## src/rtl/alu32.sv

```systemverilog
// Registered 32-bit ALU: one-cycle latency, one op per cycle, never stalls (no backpressure).
// Define ALU_SAT_EN to make ADD/SUB clamp instead of wrap; carry still flags the clamp.
module alu32 #(
  parameter int WIDTH = 32
) (
  input  logic             clk,
  input  logic             nrst,
  input  logic [WIDTH-1:0] a,
  input  logic [WIDTH-1:0] b,
  input  logic [2:0]       op_code,
  output logic [WIDTH-1:0] out,
  output logic             carry,
  output logic             ready
);

  localparam int SW = $clog2(WIDTH);

  typedef enum logic [2:0] {
    OP_NOP = 3'b000,
    OP_ADD = 3'b001,
    OP_SUB = 3'b010,
    OP_AND = 3'b011,
    OP_OR  = 3'b100,
    OP_XOR = 3'b101,
    OP_SHL = 3'b110,
    OP_SHR = 3'b111
  } op_t;

  op_t             op;
  logic [SW-1:0]   shamt;
  logic [WIDTH:0]  sum;
  logic [WIDTH:0]  diff;
  logic [WIDTH:0]  shl_w;
  logic [WIDTH:0]  shr_w;
  logic [WIDTH-1:0] nxt_out;
  logic            nxt_carry;
  logic            nxt_ready;

  assign op    = op_t'(op_code);
  assign shamt = b[SW-1:0];
  assign sum   = {1'b0, a} + {1'b0, b};
  assign diff  = {1'b0, a} - {1'b0, b};
  // One extra bit on each shift catches the last bit shifted out; shamt=0 yields 0.
  assign shl_w = {1'b0, a} << shamt;
  assign shr_w = {a, 1'b0} >> shamt;

  always_comb begin
    nxt_out   = out;
    nxt_carry = carry;
    nxt_ready = 1'b1;
    case (op)
      OP_NOP: nxt_ready = 1'b0;
      OP_ADD: begin
`ifdef ALU_SAT_EN
        nxt_out = sum[WIDTH] ? {WIDTH{1'b1}} : sum[WIDTH-1:0];
`else
        nxt_out = sum[WIDTH-1:0];
`endif
        nxt_carry = sum[WIDTH];
      end
      OP_SUB: begin
`ifdef ALU_SAT_EN
        nxt_out = diff[WIDTH] ? {WIDTH{1'b0}} : diff[WIDTH-1:0];
`else
        nxt_out = diff[WIDTH-1:0];
`endif
        nxt_carry = diff[WIDTH];
      end
      OP_AND: begin
        nxt_out   = a & b;
        nxt_carry = 1'b0;
      end
      OP_OR: begin
        nxt_out   = a | b;
        nxt_carry = 1'b0;
      end
      OP_XOR: begin
        nxt_out   = a ^ b;
        nxt_carry = 1'b0;
      end
      OP_SHL: begin
        nxt_out   = shl_w[WIDTH-1:0];
        nxt_carry = shl_w[WIDTH];
      end
      OP_SHR: begin
        nxt_out   = shr_w[WIDTH:1];
        nxt_carry = shr_w[0];
      end
    endcase
  end

  always_ff @(posedge clk or negedge nrst) begin
    if (!nrst) begin
      out   <= '0;
      carry <= 1'b0;
      ready <= 1'b0;
    end else begin
      out   <= nxt_out;
      carry <= nxt_carry;
      ready <= nxt_ready;
    end
  end

endmodule

```

## config.mk

```make
export PLATFORM = sky130hd
export DESIGN_NAME = alu32
export DESIGN_NICKNAME = d
export VERILOG_FILES = /design/src/rtl/alu32.sv
export SDC_FILE = /design/constraint.sdc
export NUM_CORES = 1
export LEC_CHECK = 0
export ABC_AREA = 1
export BUFFER_PORTS_ARGS = -buffer_cell sky130_fd_sc_hd__buf_4
export CAP_MARGIN = 20
export CORE_MARGIN = 4
export CORE_UTILIZATION = 40
export DETAILED_ROUTE_END_ITERATION = 16
export GPL_TIMING_DRIVEN = 0
export SLEW_MARGIN = 20
export SYNTH_ARGS = -nofsm -noshare
export SYNTH_HDL_FRONTEND = slang
export SYNTH_SLANG_ARGS = --single-unit
```

## constraint.sdc

```tcl
create_clock -name clk -period 2.44 [get_ports clk]
set_input_delay 0.244 -clock clk [delete_from_list [all_inputs] [get_ports clk]]
set_output_delay 0.244 -clock clk [all_outputs]
set_load 0.03 [all_outputs]
```

==> impl_results.md <==
- Max-slew violations: 0
- Min Hold Slack: 0.440 ns
- Run status: finished clean
- Via count of the first global-routing pass: ~14k
- Utilization of the core after routing: 46.9%
- CTS max path bufs: 2
- Top flip-flop cell by instance count after synthesis: sky130_fd_sc_hd__dfrtp_1
- Sequential-to-total area share from yosys stat: 7.85%
- Data arrival time of the critical path: 2.61 ns
- Total CTS buffers: 5
- Final worst path period share: 97.1%
- DPL Wire Length: 50.2 mm
- Post-Synthesis Net Count: 2269
- Cell at the root of the clock tree: sky130_fd_sc_hd__clkbuf_16
- Maximum clock rate: between 400 and 500 MHz
- Site Rows: between 50 and 60
- Growth of design area from synthesis to finish: 14.0%
- Total grt overflow: 0
- Core area: 0.0264 sq mm
- Post-route ant nets: 0
- WS Path Type: input port to flip-flop
- Post-Place Worst Slack: -1.26 ns
- Final layout net count: 2375
- Post-CTS Repair Setup Buffers: 0
- Clk pin slew, worst setup/hold paths: 0.07 ns
- Detailed-route DRC error count: 0
- Die height: 173 um
- Tightest Pin Transition: roughly 0.9 ns
- Number of antenna violations at the first check in global routing: 0
- DIE AREA: 0.0298 sq mm
- Initial Util: 41.1%
- Port-buffer cells: slightly above 100
- Cell area after layout: 0.0124 sq mm
- Placed Instance Area: approximately 0.012 sq mm
- Largest fanout of any net on the critical path: 10
- Number of vias per cell: 5.99
- Total number of yosys warnings: 0
- Distinct cell type count of the synthesized netlist: 46
- Smallest setup slack after layout: 0.0697 ns
- Post-synthesis cell count: approximately 2.1k
- VDD IR max: roughly 0.27 mV
- R2r worst-path depth: 3
- Largest net degree at the start of global routing: 35
- Max-cap viol count: 0
- Pleak: 6.81 nW
- Clock skew: 0 ns
- Share of final-layout standard cells stronger than drive strength 1: 10.2%
- Ant diodes: 0
- Worst hold path class: input port to async pin
- Detailed Route Iter0 Violations: 1977
- Sort of element at the start of the critical path: input port
- Final weighted congestion of routability-driven global placement: 1.12
- TritonCTS sink count: 34
- CTS tree: yes
- Die width: 173 um
- # setup viols final: 0
- Maximum level of the CTS H-tree: 2
- Rel. slew slack: approximately two fifths
- Boundary Pins: 103
- Routed wirelength normalized by instance count: 23.9 um
- DR vias: 15.2k
- Post-synthesis cell area: 0.0108 sq mm
- Total Neg Setup Slack: 0 ns
- Unrepaired setup endpoints after global routing: no
- Global-route total usage across every layer: 39.0%
- Syn avg cell area: just over 5 sq um
- Required time worst endpoint: roughly 2.7 ns
- Number of synthesized flops with an enable pin: 0
- Asr flop ratio synth: 100%
- Worst setup path start: op_code[0]
- Fin. Hold Viols: 0
- Power density of the placed cells: 355 mW/mm^2
- Minimum clock period: 2.37 ns
- Origin of the critical flop-to-flop path: out[18]
- Critical Path End Type: flip-flop
- 1st-pass router iterations: 8
- Clk Latency, worst-skew pair: 0.30 ns
- DRT Wirelength: 60.7 mm
- First-pass GRT wire length: 88.7 mm
- Register bit count reported by yosys: 34
-- layout make-up --
cell class	instances	area, sq um
Multi-Input combinational cell	1671	8530
Timing Repair Buffer	103	779
Fill cell	3015	14000
Sequential cell	34	851
Clock inverter	1	5.00
Tap cell	335	419
Buffer	91	497
Inverter	301	1140
Clock buffer	7	143
-- sequential cells by signal, indices dropped and copies added (netlist names) --
signal  count
ready       1
out        32
carry       1
-- path summary, 6_finish.rpt --
path | to | slack (ns)
worst max-delay path | out[30] | 0.07
worst min-delay path | out[8] | 0.44
worst min register to register | out[27] | 0.48
min in group clk | out[24] | 0.44
worst max register to register | out[18] | 1.52
max in group asynchronous | out[23] | 1.65
-- power by group --
part / switching (W) / total (W) / leakage (nW) / internal, W
clock network: 0.000310 / 0.000717 / 0.0739 / 0.000407
registers: 0.0000454 / 0.000696 / 0.414 / 0.000651
logic: 0.00210 / 0.00297 / 6.32 / 0.000875
total: 0.00245 / 0.00438 / 6.81 / 0.00193
-- cells in the final DEF (no fill, tap or decap), drive strengths merged, types with 3 or more instances in the layout --
cell / n
nand4: 25
nor3b: 3
a211oi: 8
dfrtp: 34
o22ai: 18
nor3: 21
clkbuf: 33
o2111ai: 7
and3: 4
nand3: 362
ha: 97
o21ai: 78
inv: 300
o211ai: 32
nand2: 679
or2: 17
a31oi: 4
and2: 16
o21bai: 11
o21a: 4
nor4: 4
nand3b: 7
a21oi: 80
nor2: 181
buf: 167
-- metal layers --
layer / track usage (%) / wire [um] / vias up / part of all wire, %
met3: 6.55 / 6140 / 180 / 10
met5: 0 / 0 / - / 0
li1: - / - / 7017 / -
met1: 50.7 / 24200 / 6991 / 40
met4: 19.5 / 3740 / 0 / 6.2
met2: 62.6 / 26600 / 1036 / 44
-- synthesized netlist by cell type, types with 2 or more instances --
cell / count / share of area, %
sky130_fd_sc_hd__nor3b_1: 3 / 0.21
sky130_fd_sc_hd__nand2_1: 678 / 23
sky130_fd_sc_hd__o21ai_1: 11 / 0.51
sky130_fd_sc_hd__o22ai_1: 18 / 1.0
sky130_fd_sc_hd__o21bai_1: 11 / 0.76
sky130_fd_sc_hd__xor2_1: 2 / 0.16
sky130_fd_sc_hd__fa_1: 2 / 0.37
sky130_fd_sc_hd__buf_2: 53 / 2.4
sky130_fd_sc_hd__nand4_1: 25 / 1.4
sky130_fd_sc_hd__a31oi_1: 4 / 0.23
sky130_fd_sc_hd__nor4_1: 4 / 0.23
sky130_fd_sc_hd__clkinv_1: 2 / 0.069
sky130_fd_sc_hd__nor2_1: 178 / 6.2
sky130_fd_sc_hd__o221ai_1: 2 / 0.16
sky130_fd_sc_hd__and3_1: 4 / 0.23
sky130_fd_sc_hd__inv_2: 9 / 0.31
sky130_fd_sc_hd__nor2_2: 2 / 0.12
sky130_fd_sc_hd__clkbuf_1: 25 / 0.87
sky130_fd_sc_hd__a221oi_1: 2 / 0.16
sky130_fd_sc_hd__o2111ai_1: 7 / 0.57
sky130_fd_sc_hd__buf_6: 2 / 0.21
sky130_fd_sc_hd__a211oi_1: 8 / 0.55
sky130_fd_sc_hd__o211ai_1: 31 / 2.1
sky130_fd_sc_hd__buf_1: 9 / 0.31
sky130_fd_sc_hd__and2_1: 16 / 0.92
sky130_fd_sc_hd__o21ai_0: 67 / 3.1
sky130_fd_sc_hd__nor3_1: 21 / 0.97
sky130_fd_sc_hd__clkbuf_2: 2 / 0.092
sky130_fd_sc_hd__or2_1: 5 / 0.29
sky130_fd_sc_hd__o21a_1: 4 / 0.28
sky130_fd_sc_hd__buf_4: 4 / 0.28
sky130_fd_sc_hd__dfrtp_1: 34 / 7.8
sky130_fd_sc_hd__a21oi_1: 80 / 3.7
sky130_fd_sc_hd__ha_1: 97 / 11
sky130_fd_sc_hd__nand3b_1: 7 / 0.48
sky130_fd_sc_hd__nand3_1: 362 / 17
sky130_fd_sc_hd__inv_1: 290 / 10
sky130_fd_sc_hd__or2_2: 12 / 0.69
-- repair_timing --
item | in CTS | in global routing
endpoints found under the hold margin | 34 | 0
hold buffers | 1 | 0
pin swaps | 0 | 4
endpoints found under the setup margin | 32 | 23
resized for setup | 26 | 35
-- cells by family (layout without fill, tap and decap cells) --
logic type	Yosys count	after routing	synth area share (%)
adder cells (fa/ha/maj)	99	99	11.6
AO/OA/AOI/OAI	250	250	13.6
multiplexers	1	1	0.0924
flip-flops	34	34	7.85
XOR/XNOR	2	2	0.162
AND/OR/NAND/NOR	1319	1319	52.1
buffers and inverters	396	503	14.6
-- per-stage QoR --
stage | power, W | instances
final | 0.00438 | 2543
after floorplan | 0.00245 | 2101
after detailed placement | 0.00352 | 2538
after global placement | 0.00351 | 2538
after CTS | 0.00425 | 2544
after global routing | 0.00463 | 2543
-- worst max-delay path: stages --
cell	delay, ns
sky130_fd_sc_hd__buf_4	0.15
sky130_fd_sc_hd__inv_2	0.13
sky130_fd_sc_hd__nand3_1	0.59
sky130_fd_sc_hd__inv_2	0.42
sky130_fd_sc_hd__buf_1	0.57
sky130_fd_sc_hd__nand3_1	0.19
sky130_fd_sc_hd__nand3_1	0.17
sky130_fd_sc_hd__nand2_1	0.07
sky130_fd_sc_hd__nand2_1	0.06
Note: power is estimated with default switching activity, not from simulation.
